[src/rtl/bus_pkg.sv]
// Shared types and defaults for the serial-bus transmit arbiter.
// Holds the FSM state encoding and the default parameter values.
package bus_pkg;

  typedef enum logic [1:0] {
    IDLE = 2'd0,
    SEND = 2'd1,
    DONE = 2'd2
  } state_t;

  localparam int NREQ_DEF   = 4;
  localparam int DW_DEF     = 4;
  localparam int TO_CYC_DEF = 64;

endpackage

[src/rtl/bus_tx_arbiter_if.sv]
// Client/transmitter bundle around bus_tx_arbiter.
// The arbiter uses the slave modport; stimulus or client logic uses the master modport.
interface bus_tx_arbiter_if
  import bus_pkg::*;
#(
  parameter int NREQ = NREQ_DEF,
  parameter int DW   = DW_DEF
);

  logic [NREQ-1:0]    req;
  logic [NREQ*DW-1:0] req_date;
  logic [NREQ-1:0]    gnt;
  logic [NREQ-1:0]    done;
  logic [NREQ-1:0]    err;
  logic               busy;
  logic               tx_valid;
  logic [DW-1:0]      tx_date;
  logic               tx_ack;

  modport slave (
    input  req, req_date, tx_ack,
    output gnt, done, err, busy, tx_valid, tx_date
  );

  modport master (
    output req, req_date, tx_ack,
    input  gnt, done, err, busy, tx_valid, tx_date
  );

endinterface

[src/rtl/rr_pick.sv]
// Combinational round-robin pick: first set request at or after ptr_i, wrapping.
// Returns the winner both one-hot and as an index; all zero when nothing is requested.
module rr_pick #(
  parameter int NREQ = 4,
  parameter int PW   = $clog2(NREQ)
) (
  input  logic [NREQ-1:0] req_i,
  input  logic [PW-1:0]   ptr_i,
  output logic [NREQ-1:0] win_o,
  output logic [PW-1:0]   idx_o
);

  localparam logic [PW:0] NREQ_W = (PW+1)'(NREQ);

  logic [PW:0] cand;
  logic        found;

  always_comb begin
    win_o = '0;
    idx_o = '0;
    found = 1'b0;
    cand  = '0;
    for (int i = 0; i < NREQ; i++) begin
      // One extra bit so ptr+i never overflows before the modulo fold.
      cand = {1'b0, ptr_i} + (PW+1)'(i);
      if (cand >= NREQ_W) begin
        cand = cand - NREQ_W;
      end
      if (!found && req_i[cand[PW-1:0]]) begin
        found                 = 1'b1;
        win_o[cand[PW-1:0]]   = 1'b1;
        idx_o                 = cand[PW-1:0];
      end
    end
  end

endmodule

[src/rtl/bus_tx_arbiter.sv]
// Round-robin sequencer sharing one nibble transmitter between NREQ requesters.
// Define ACK_TIMEOUT_EN to abort a transfer with an err pulse after TO_CYC ack-less cycles.
module bus_tx_arbiter
  import bus_pkg::*;
#(
  parameter int NREQ   = NREQ_DEF,
  parameter int DW     = DW_DEF,
  parameter int TO_CYC = TO_CYC_DEF
) (
  input logic               sclk,
  input logic               rst,
  bus_tx_arbiter_if.slave   bus
);

  localparam int            PW   = $clog2(NREQ);
  localparam logic [PW-1:0] LAST = PW'(NREQ-1);

  state_t          state_q;
  logic [PW-1:0]   ptr_q;
  logic [NREQ-1:0] gnt_q;
  logic [NREQ-1:0] done_q;
  logic [NREQ-1:0] err_q;
  logic            tx_valid_q;
  logic [DW-1:0]   tx_date_q;

  logic [NREQ-1:0] win;
  logic [PW-1:0]   win_idx;
  logic [DW-1:0]   nib [NREQ];
  logic            expire;

  for (genvar gi = 0; gi < NREQ; gi++) begin : g_nib
    assign nib[gi] = bus.req_date[gi*DW +: DW];
  end

  rr_pick #(.NREQ(NREQ)) u_pick (
    .req_i (bus.req),
    .ptr_i (ptr_q),
    .win_o (win),
    .idx_o (win_idx)
  );

`ifdef ACK_TIMEOUT_EN
  localparam int            CW       = (TO_CYC > 1) ? $clog2(TO_CYC) : 1;
  localparam logic [CW-1:0] CNT_LAST = CW'(TO_CYC-1);

  logic [CW-1:0] cnt_q;

  // Cleared while idle so every SEND starts counting from zero.
  always_ff @(posedge sclk or posedge rst) begin
    if (rst) begin
      cnt_q <= '0;
    end else if (state_q == IDLE) begin
      cnt_q <= '0;
    end else if (state_q == SEND && !bus.tx_ack) begin
      cnt_q <= cnt_q + 1'b1;
    end
  end

  assign expire = (cnt_q == CNT_LAST);
`else
  logic [31:0] unused_to_cyc;
  assign unused_to_cyc = 32'(TO_CYC);
  assign expire        = 1'b0;
`endif

  always_ff @(posedge sclk or posedge rst) begin
    if (rst) begin
      state_q    <= IDLE;
      ptr_q      <= '0;
      gnt_q      <= '0;
      done_q     <= '0;
      err_q      <= '0;
      tx_valid_q <= 1'b0;
      tx_date_q  <= '0;
    end else begin
      done_q <= '0;
      err_q  <= '0;
      case (state_q)
        IDLE: begin
          if (|bus.req) begin
            gnt_q      <= win;
            tx_date_q  <= nib[win_idx];
            tx_valid_q <= 1'b1;
            ptr_q      <= (win_idx == LAST) ? '0 : win_idx + 1'b1;
            state_q    <= SEND;
          end
        end
        SEND: begin
          // A same-edge ack beats the timeout.
          if (bus.tx_ack) begin
            tx_valid_q <= 1'b0;
            gnt_q      <= '0;
            done_q     <= gnt_q;
            state_q    <= DONE;
          end else if (expire) begin
            tx_valid_q <= 1'b0;
            gnt_q      <= '0;
            err_q      <= gnt_q;
            state_q    <= DONE;
          end
        end
        DONE: begin
          state_q <= IDLE;
        end
        default: begin
          state_q <= IDLE;
        end
      endcase
    end
  end

  assign bus.gnt      = gnt_q;
  assign bus.done     = done_q;
  assign bus.err      = err_q;
  assign bus.busy     = (state_q != IDLE);
  assign bus.tx_valid = tx_valid_q;
  assign bus.tx_date  = tx_date_q;

endmodule

[src/flat_wrapper.sv]
// flat-port wrapper written by rule: the top's interface ports become plain ports
module bus_tx_arbiter_flat import bus_pkg::*;
#(
  parameter int NREQ   = NREQ_DEF,
  parameter int DW     = DW_DEF,
  parameter int TO_CYC = TO_CYC_DEF
)
  (sclk, rst, bus_req, bus_req_date, bus_tx_ack, bus_gnt, bus_done, bus_err, bus_busy, bus_tx_valid, bus_tx_date);
  bus_tx_arbiter_if #(.NREQ(NREQ), .DW(DW)) bus_i ();
  input logic sclk;
  input logic rst;
  input wire logic [$bits(bus_i.req)-1:0] bus_req;
  input wire logic [$bits(bus_i.req_date)-1:0] bus_req_date;
  input wire logic [$bits(bus_i.tx_ack)-1:0] bus_tx_ack;
  output wire logic [$bits(bus_i.gnt)-1:0] bus_gnt;
  output wire logic [$bits(bus_i.done)-1:0] bus_done;
  output wire logic [$bits(bus_i.err)-1:0] bus_err;
  output wire logic [$bits(bus_i.busy)-1:0] bus_busy;
  output wire logic [$bits(bus_i.tx_valid)-1:0] bus_tx_valid;
  output wire logic [$bits(bus_i.tx_date)-1:0] bus_tx_date;
  assign bus_i.req = bus_req;
  assign bus_i.req_date = bus_req_date;
  assign bus_i.tx_ack = bus_tx_ack;
  assign bus_gnt = bus_i.gnt;
  assign bus_done = bus_i.done;
  assign bus_err = bus_i.err;
  assign bus_busy = bus_i.busy;
  assign bus_tx_valid = bus_i.tx_valid;
  assign bus_tx_date = bus_i.tx_date;
  bus_tx_arbiter #(.NREQ(NREQ), .DW(DW), .TO_CYC(TO_CYC)) u_core (.sclk(sclk), .rst(rst), .bus(bus_i));
endmodule
[config.mk]
export PLATFORM = sky130hd
export DESIGN_NAME = bus_tx_arbiter_flat
export DESIGN_NICKNAME = d
export VERILOG_FILES = /design/src/rtl/bus_pkg.sv /design/src/rtl/bus_tx_arbiter_if.sv /design/src/rtl/rr_pick.sv /design/src/rtl/bus_tx_arbiter.sv /design/src/flat_wrapper.sv
export SDC_FILE = /design/constraint.sdc
export NUM_CORES = 1
export LEC_CHECK = 0
export ABC_AREA = 1
export BUFFER_PORTS_ARGS = -buffer_cell sky130_fd_sc_hd__buf_2
export CAP_MARGIN = 15
export CORE_ASPECT_RATIO = 1.2
export CORE_UTILIZATION = 46
export DETAILED_ROUTE_END_ITERATION = 8
export PLACE_DENSITY = 0.72
export SYNTH_ARGS = -nofsm -noshare
export SYNTH_HDL_FRONTEND = slang
export SYNTH_SLANG_ARGS = --single-unit
[constraint.sdc]
create_clock -name sclk -period 3 [get_ports sclk]
set_input_delay 0.45 -clock sclk [delete_from_list [all_inputs] [get_ports sclk]]
set_output_delay 0.45 -clock sclk [all_outputs]
set_load 0.01 [all_outputs]
==> reports/metrics.cfg, run 1 <==
[status]
status = complete, no violations

[power]
total_leakage_power_nw = 0.9730
worst_ir_drop_vdd_uv = 673.0
power-per-cell-area_nw_per_um2 = 1194

[clocking]
clock_tree.buffer_depth = 2
htree_levels = 1
post-cts-setup-buffer-count = 0
clkTransAtPathRegs_ns = 0.10
cts_buffers = 3
cts_root_buffer = clkbuf_4
clock_insertion_delay_worst_skew_ns = 0.28
clock_tree_from_tritoncts = done
count_of_clock_tree_sinks = 17
cts-resized-gates = 0
cts-hold-fix-buffers = 0

[logic_synthesis]
ys_seq_area_share_pct = 30.52
synth-warning-count = 0
synth-edff-count = 0
post_synth_num_cell_types = 29
synth_top_area_share_pct = 30.52
ys_seq_elements = 17
ys_top_cells_by_area = dfrtp_1 31%, nand2_1 13%, inv_1 9.4%
netlist.top_cell.by_area = dfrtp_1
syn_area_sq_um = 1394
post_synth_inst_count = 192
dominantRegCellSynth = dfrtp_1
avgSynthCellArea_sq_um = 7.260
synth_async_sr_flop_share_pct = 100.0

[sta]
fin_worst_skew_ns = 0.002452
max_freq_ghz = 0.4135
timing_worst_slew_pin_value_ns = 0.6194
grt_setup_unrepaired = no
timing.final.max_slew_violations = 0
final_period_minus_worst_setup_slack_ns = 2.419
tns_ns = 0
timing_hold_violations_final = 0
setup_viol_count_final = 0
final.setup.worst_slack_ns = 0.5814
slew_headroom_pct = 58.66
part_of_the_cycle_the_worst_path_needs_pct = 80.62

[global_route]
grt_remaining_overflow = 0
grt_use_total_pct = 20.67
number_of_global_route_vias_before_repair = 1292
grt_pass1_wl_um = 5168
largest_net_degree_at_the_start_of_global_routing = 18
grt_antenna_before_repair = 0

[cells_and_area]
antenna_cells_inserted = 0
layout_nets = 262
area.growth.synth_to_final_pct = 15.80
final_layout_size_suffix_gt1_share_pct = 26.96
finish.cell_count_without_fillers = 264

[setup_path]
rr_startpoint = u_core.ptr_q[0]
worst_ep_required_time_ns = 3.19
slack_of_the_worst_reg_to_reg_path_ns = 0.58
cp_data_arrival_time_ns = 2.60
critical_path_class = reg2reg
critPathCaptureType = flip-flop
cp_max_fo = 13
worst_setup_path_start_kind = flip-flop
reg2regPathDepth = 14
worstReg2RegEnd = u_core.bus.tx_date[2]

[flow_run]
max-cap-violations = 0

[floorplan]
design.portCount = 41
fp.dieArea_sq_um = 3255
die-height_um = 62.30
core_region_area_sq_um = 2838
floorplan.die.width_um = 52.25
floorplan.initialDensity_pct = 49.12
rows = 21

[placement]
placedCellCount = 260
port_buffers = 36
routabilityCongestion = 0.8393
pre_cts_ws_ns = 0.5899
detailedPlacementHpwl_um = 2373

[detailed_routing]
wl_um = 2918
vias_per_std_cell = 5.023
antenna_viol_nets_final = 0
wl_per_cell_um = 11.05
detail_route.iter0.violations = 23
drt_pre_antenna_iters = 4
dr_total_vias = 1326
detail_route.drc_violations = 0

[worst_hold_path]
hold_class = in2async

==> critical path, stage by stage (launching register included) <==
cell and delay (ns):
dfrtp_1 0.66, inv_8 0.12, ha_1 0.40, inv_1 0.11, nand3_2 0.10, nand2_4 0.10
inv_2 0.07, nor2_8 0.13, nand4_4 0.18, nand2_4 0.17, nand2_1 0.06, nand3_1 0.07
nand2_1 0.06, nand2_1 0.05, nand2_1 0.04
==> power by group <==
part / internal (W) / leakage (nW) / switching (W)
clock: 0.0000495 / 0.0177 / 0.0000700
combinational: 0.000483 / 0.737 / 0.000944
sequential: 0.000309 / 0.218 / 0.0000717
total: 0.000842 / 0.973 / 0.00109
==> worst max path at each step <==
stage,startpoint,end,depth (start not counted),slack [ns]
floorplan,u_core.ptr_q[0],u_core.bus.tx_date[0],15,0.93
global placement,u_core.ptr_q[0],u_core.bus.tx_date[2],14,0.65
detailed placement,u_core.ptr_q[0],u_core.bus.tx_date[1],14,0.59
CTS,u_core.ptr_q[0],u_core.bus.tx_date[0],14,0.58
global route,u_core.ptr_q[0],u_core.bus.tx_date[2],14,0.39
finish,u_core.ptr_q[0],u_core.bus.tx_date[2],14,0.58
==> synth_stat cells, drive strengths merged (2+ instances only) <==
master,number
nand2,61
inv,38
nand3,29
dfrtp,17
ha,8
nor2,8
a21oi,5
buf,5
nand4,5
a22oi,4
o22ai,4
o21ai,2
==> logic make-up after synthesis <==
logic type / count (synthesis) / synth area share [%]
fa+ha+maj: 8 / 7.182
buf+inv: 44 / 14.00
other cells: 1 / 0.2690
compound gates: 18 / 8.078
flops: 17 / 30.52
simple gates: 104 / 39.95
==> placed cells by master, fill, tap and decap left out, drive strengths merged <==
cell	n
buf	36
nor2	8
o211ai	1
o21ai	2
o221ai	1
a22oi	4
dfrtp	17
ha	8
a31oi	1
nor3	1
nand4	5
nand2	61
o22ai	4
nand3	29
conb	4
inv	38
clkinv	2
clkbuf	3
a21oi	5
==> per-layer routing <==
| metal | GRT usage (%) | part of all wire [%] | vias up |
|---|---|---|---|
| met4 | 5.263 | 0.69 | 0 |
| met3 | 3.676 | 3.2 | 2 |
| met5 | 0 | 0 | - |
| li1 | - | - | 684 |
| met1 | 23.93 | 43 | 608 |
| met2 | 37.66 | 53 | 32 |
==> flip-flops by register name, indices dropped and copies added (netlist names) <==
name / count
u_core.bus.done: 4
u_core.bus.gnt: 4
u_core.bus.tx_date: 4
u_core.ptr_q: 2
u_core.state_q: 2
u_core.bus.tx_valid: 1
==> stage by stage <==
stage	area, sq um	hold WS, ns	utilization, %	power [W]
5_1_grt	1614	0.2802	56.88	0.002154
3_5_place_dp	1587	0.4612	55.91	0.001810
3_3_place_gp	1587	0.4601	55.91	0.001794
4_1_cts	1614	0.2388	56.88	0.001933
2_1_floorplan	1405	0.3761	-	0.001536
6_report	1614	0.2245	56.88	0.001928
==> area by class of cell <==
class                      count  area, sq um
tap                           34        42.54
sequential                    17        425.4
clock inverter                 1        5.005
multi-input combinational    134        784.5
fill                         295         1224
clock buffer                   3        22.52
inverter                      39        153.9
timing repair buffer          36        180.2
Power figures use the tool's default switching activity.
==> inputs of run 2 (changes only) <==
==> constraint.sdc (replaced) <==
create_clock -name sclk -period 2.4 [get_ports sclk]
set_input_delay 0.36 -clock sclk [delete_from_list [all_inputs] [get_ports sclk]]
set_output_delay 0.36 -clock sclk [all_outputs]
set_load 0.01 [all_outputs]
==> reports/metrics.cfg, run 2 (synthesis gave the netlist of run 1 again) <==
[status]
status = complete, no violations  ; unchanged

[sta]
timing_worst_slew_pin_value_ns = 0.6164  ; was 0.6194 ns
grt_setup_unrepaired = no  ; unchanged
timing_hold_violations_final = 0  ; unchanged
fin_worst_skew_ns = 0.007772  ; was 0.002452 ns
slew_headroom_pct = 58.86  ; was 58.66%
max_freq_ghz = 0.4630  ; was 0.4135 GHz
tns_ns = 0  ; unchanged
final_period_minus_worst_setup_slack_ns = 2.160  ; was 2.419 ns
setup_viol_count_final = 0  ; unchanged
part_of_the_cycle_the_worst_path_needs_pct = 89.99  ; was 80.62%
timing.final.max_slew_violations = 0  ; unchanged

[clocking]
cts_root_buffer = clkbuf_4  ; unchanged
clock_tree.buffer_depth = 2  ; unchanged
clkTransAtPathRegs_ns = 0.10  ; about the same
clock_insertion_delay_worst_skew_ns = 0.29  ; was 0.28 ns
cts_buffers = 3  ; unchanged
count_of_clock_tree_sinks = 17  ; unchanged
clock_tree_from_tritoncts = done  ; unchanged
cts-resized-gates = 0  ; unchanged
cts-hold-fix-buffers = 0  ; unchanged
htree_levels = 1  ; unchanged
post-cts-setup-buffer-count = 0  ; unchanged

[global_route]
grt_use_total_pct = 20.08  ; was 20.67%
largest_net_degree_at_the_start_of_global_routing = 18  ; unchanged
number_of_global_route_vias_before_repair = 1330  ; was 1,292
grt_pass1_wl_um = 5119  ; was 5168 um
grt_antenna_before_repair = 0  ; unchanged
grt_remaining_overflow = 0  ; unchanged

[flow_run]
max-cap-violations = 0  ; unchanged

[placement]
port_buffers = 36  ; unchanged
routabilityCongestion = 0.8477  ; was 0.8393
detailedPlacementHpwl_um = 2247  ; was 2373 um

[setup_path]
cp_num_buf_inv = 3  ; unchanged
worst_path_largest_cell_delay_ns = 0.46  ; was 0.66 ns
reg2regPathDepth = 14  ; unchanged
critPathCaptureType = flip-flop  ; unchanged
cp_max_fo = 13  ; unchanged
worst_setup_path_start_kind = flip-flop  ; unchanged
cp_data_arrival_time_ns = 2.35  ; was 2.60 ns
worstReg2RegEnd = u_core.bus.tx_date[2]  ; unchanged
rr_startpoint = u_core.ptr_q[0]  ; unchanged
worst_ep_required_time_ns = 2.59  ; was 3.19 ns
worstPathCellList = inv_8, ha_1, inv_1, nand3_2, nand2_4, inv_2, nor2_8, nand4_4, nand2_4, nand2_1, nand3_1, nand2_1, nand2_1, nand2_1  ; unchanged
critical-path-top-delay-family = simple AND/OR/NAND/NOR gates  ; unchanged
cpMostUsedCell = nand2_1  ; unchanged
slowest_stage = dfrtp_1  ; unchanged
critical_path_class = reg2reg  ; unchanged
slack_of_the_worst_reg_to_reg_path_ns = 0.24  ; was 0.58 ns

[floorplan]
design.portCount = 41  ; unchanged
rows = 21  ; unchanged
core_region_area_sq_um = 2838  ; unchanged
die-height_um = 62.30  ; unchanged
floorplan.initialDensity_pct = 49.12  ; unchanged
floorplan.die.width_um = 52.25  ; unchanged
fp.dieArea_sq_um = 3255  ; unchanged

[detailed_routing]
detail_route.iter0.violations = 41  ; was 23
detail_route.drc_violations = 0  ; unchanged
wl_um = 2749  ; was 2918 um
antenna_viol_nets_final = 0  ; unchanged
dr_total_vias = 1341  ; was 1,326
vias_per_std_cell = 5.022  ; was 5.023
wl_per_cell_um = 10.30  ; was 11.05 um
drt_pre_antenna_iters = 4  ; unchanged

[power]
total_leakage_power_nw = 0.9875  ; was 0.9730 nW
worst_ir_drop_vdd_uv = 794.9  ; was 673.0 uV
power-per-cell-area_nw_per_um2 = 1483  ; was 1194 nW/um^2
design_power_total_w = 0.002427  ; was 0.001928 W

[cells_and_area]
layout_nets = 265  ; was 262
layout.cells.most_common = nand2_1  ; unchanged
final_cell_mix = 49 x nand2_1, 36 x buf_2, 35 x inv_1, 26 x nand3_1, 17 x dfrtp_1  ; unchanged
antenna_cells_inserted = 0  ; unchanged
final_layout_size_suffix_gt1_share_pct = 27.90  ; was 26.96%
area.growth.synth_to_final_pct = 17.41  ; was 15.80%

[worst_hold_path]
hold_class = in2async  ; unchanged

==> run 2: cell types whose count changed in the layout (fill, tap and decap cells not counted) <==
cell	delta
buf_4	+3
==> run 2: cell type report <==
cell class | instances | area (sq um)
fillers | 291 | 1201
multi-input cells | 134 | 784.5
flip-flops and latches | 17 | 425.4
repair buffers | 39 | 202.7
inverters | 39 | 153.9
well taps | 34 | 42.54
clock buffers | 3 | 22.52
clock inverters | 1 | 5.005
==> run 2: metal layers <==
metal | routed length [um] | part of all wire (%) | global-route usage, % | vias to the layer above
met5 | 0 | 0 | 0 | -
met3 | 159 | 5.8 | 6.127 | 2
met2 | 1407 | 51 | 36.70 | 41
met1 | 1166 | 42 | 22.39 | 609
met4 | 14 | 0.51 | 3.289 | 0
li1 | - | - | - | 689
==> run 2: how the worst max path moves through the flow <==
| stage | endpoint | cells after the start | start | slack (ns) |
|---|---|---|---|---|
| 2_1_floorplan | u_core.bus.tx_date[0] | 15 | u_core.ptr_q[0] | 0.33 |
| 3_3_place_gp | u_core.bus.tx_date[2] | 14 | u_core.ptr_q[0] | 0.28 |
| 3_5_place_dp | u_core.bus.tx_date[2] | 14 | u_core.ptr_q[0] | 0.23 |
| 4_1_cts | u_core.bus.tx_date[2] | 14 | u_core.ptr_q[0] | 0.23 |
| 5_1_grt | u_core.bus.tx_date[2] | 14 | u_core.ptr_q[0] | 0.02 |
| 6_report | u_core.bus.tx_date[2] | 14 | u_core.ptr_q[0] | 0.24 |
==> run 2: through the flow <==
stage               util (%)  cells  area (sq um)  setup slack, ns  hold WS, ns
finish                 57.67    267          1637           0.2402       0.1237
global route           57.67    267          1637          0.01899       0.1678
CTS                    57.67    267          1637           0.2274       0.1455
detailed placement     56.70    263          1609           0.2295       0.4619
global placement       56.70    263          1609           0.2778       0.4601
floorplan                  -    195          1405           0.3286       0.2861
==> run 2: power by group <==
group,internal [W],switching [W]
Clock,0.0000620,0.0000877
Combinational,0.000636,0.00120
Sequential,0.000387,0.0000537
Total,0.00108,0.00134
==> inputs of run 3 (changes only) <==
--- a/config.mk
+++ b/config.mk
@@ -9,9 +9,9 @@
 export BUFFER_PORTS_ARGS = -buffer_cell sky130_fd_sc_hd__buf_2
 export CAP_MARGIN = 15
 export CORE_ASPECT_RATIO = 1.2
-export CORE_UTILIZATION = 46
+export CORE_MARGIN = 1.5
+export CORE_UTILIZATION = 35
 export DETAILED_ROUTE_END_ITERATION = 8
-export PLACE_DENSITY = 0.72
 export SYNTH_ARGS = -nofsm -noshare
 export SYNTH_HDL_FRONTEND = slang
 export SYNTH_SLANG_ARGS = --single-unit
==> reports/metrics.cfg, run 3 (synthesis gave the netlist of run 1 again) <==
[status]
status = complete, no violations  ; unchanged

[floorplan]
floorplan.die.width_um = 60.61  ; was 52.25 um
fp.dieArea_sq_um = 4371  ; was 3255 sq um
floorplan.initialDensity_pct = 37.43  ; was 49.12%
core_region_area_sq_um = 3724  ; was 2838 sq um
design.portCount = 41  ; unchanged
die-height_um = 72.13  ; was 62.30 um
rows = 24  ; was 21

[detailed_routing]
detail_route.drc_violations = 0  ; unchanged
detail_route.iter0.violations = 37  ; was 41
wl_per_cell_um = 10.14  ; was 10.30 um
dr_total_vias = 1290  ; was 1,341
vias_per_std_cell = 4.526  ; was 5.022
drt_pre_antenna_iters = 4  ; unchanged
antenna_viol_nets_final = 0  ; unchanged
wl_um = 2889  ; was 2749 um

[cells_and_area]
final_layout_size_suffix_gt1_share_pct = 27.47  ; was 27.90%
finish.cell_count_without_fillers = 285  ; was 267
antenna_cells_inserted = 0  ; unchanged
layout.cells.most_common = nand2_1  ; unchanged
postLayoutCellArea_sq_um = 1677  ; was 1637 sq um
area.growth.synth_to_final_pct = 20.29  ; was 17.41%
layout_nets = 265  ; unchanged
final_cell_mix = 49 x nand2_1, 36 x buf_2, 35 x inv_1, 26 x nand3_1, 17 x dfrtp_1  ; unchanged

[clocking]
htree_levels = 1  ; unchanged
count_of_clock_tree_sinks = 17  ; unchanged
post-cts-setup-buffer-count = 0  ; unchanged
clock_insertion_delay_worst_skew_ns = 0.24  ; was 0.29 ns
cts_buffers = 3  ; unchanged
clkTransAtPathRegs_ns = 0.06  ; was 0.10 ns
clock_tree.buffer_depth = 2  ; unchanged
cts-hold-fix-buffers = 0  ; unchanged
clock_tree_from_tritoncts = done  ; unchanged
cts-resized-gates = 0  ; unchanged
cts_root_buffer = clkbuf_8  ; was clkbuf_4

[global_route]
number_of_global_route_vias_before_repair = 1169  ; was 1,330
largest_net_degree_at_the_start_of_global_routing = 18  ; unchanged
grt_use_total_pct = 14.79  ; was 20.08%
grt_antenna_before_repair = 0  ; unchanged
grt_remaining_overflow = 0  ; unchanged
grt_pass1_wl_um = 5112  ; was 5119 um

[flow_run]
max-cap-violations = 0  ; unchanged

[sta]
timing.final.max_slew_violations = 0  ; unchanged
part_of_the_cycle_the_worst_path_needs_pct = 89.70  ; was 89.99%
max_freq_ghz = 0.4645  ; was 0.4630 GHz
tns_ns = 0  ; unchanged
timing_hold_violations_final = 0  ; unchanged
timing_worst_slew_pin_value_ns = 0.6319  ; was 0.6164 ns
slew_headroom_pct = 57.83  ; was 58.86%
grt_setup_unrepaired = no  ; unchanged
setup_viol_count_final = 0  ; unchanged
final_period_minus_worst_setup_slack_ns = 2.153  ; was 2.160 ns
fin_worst_skew_ns = 0.003084  ; was 0.007772 ns

[worst_hold_path]
hold_class = in2async  ; unchanged

[setup_path]
critPathCaptureType = flip-flop  ; unchanged
worst_setup_path_start_kind = flip-flop  ; unchanged
cp_max_fo = 13  ; unchanged
critical_path_class = reg2reg  ; unchanged
worst_ep_required_time_ns = 2.54  ; was 2.59 ns
cp_data_arrival_time_ns = 2.29  ; was 2.35 ns

[power]
worst_ir_drop_vdd_uv = 514.9  ; was 794.9 uV
total_leakage_power_nw = 0.9925  ; was 0.9875 nW
power-per-cell-area_nw_per_um2 = 1490  ; was 1483 nW/um^2
design_power_total_w = 0.002499  ; was 0.002427 W

[placement]
placedCellCount = 281  ; was 263
port_buffers = 36  ; unchanged
detailedPlacementHpwl_um = 2330  ; was 2247 um
routabilityCongestion = 0.7692  ; was 0.8477
placed_instance_area_sq_um = 1632  ; was 1609 sq um

run 3: metrics by stage:
stage	setup WS, ns	hold slack [ns]	utilization, %
global placement	0.2762	0.4619	43.82
finish	0.2472	0.1868	45.03
global route	0.03230	0.2400	45.03
detailed placement	0.2358	0.4604	43.82
floorplan	0.3286	0.2861	-
CTS	0.2307	0.2102	45.03
run 3: worst paths after layout:
kind / depth (start not counted) / end / start / slack [ns]
min in group sclk: 4 / u_core.state_q[0] / bus_tx_ack / 0.40
setup reg to reg: 14 / u_core.bus.tx_date[3] / u_core.ptr_q[0] / 0.25
setup / recovery: 14 / u_core.bus.tx_date[3] / u_core.ptr_q[0] / 0.25
max in group asynchronous: 2 / u_core.ptr_q[0] / rst / 1.81
hold / removal: 2 / u_core.state_q[0] / rst / 0.19
hold reg to reg: 2 / u_core.bus.tx_date[2] / u_core.bus.tx_date[2] / 0.48
run 3: area by class of cell:
class / instances / area, sq um
multi-input combinational: 134 / 784.5
timing repair buffer: 39 / 202.7
fill: 411 / 2047
clock buffer: 4 / 45.04
tap: 52 / 65.06
sequential: 17 / 425.4
inverter: 39 / 153.9
run 3: power breakdown:
group | switching (W) | internal (W) | leakage [nW]
registers | 0.0000512 | 0.000388 | 0.218
clock network | 0.0000904 | 0.000117 | 0.0228
logic | 0.00122 | 0.000636 | 0.752
total | 0.00136 | 0.00114 | 0.993
run 3: metal layers:
metal / GRT usage (%) / part of all wire [%]
met5: 0 / 0
met2: 25.21 / 50
met4: 4.348 / 1.0
met1: 18.81 / 45
met3: 2.496 / 4.2
run 3: critical path, stage by stage, from the launching register on:
cell	delay (ns)
dfrtp_1	0.44
inv_8	0.09
ha_1	0.37
inv_1	0.11
nand3_2	0.09
nand2_4	0.10
inv_2	0.07
nor2_8	0.13
nand4_4	0.18
nand2_4	0.17
nand2_1	0.07
nand3_1	0.07
nand2_1	0.07
nand2_1	0.05
nand2_1	0.04
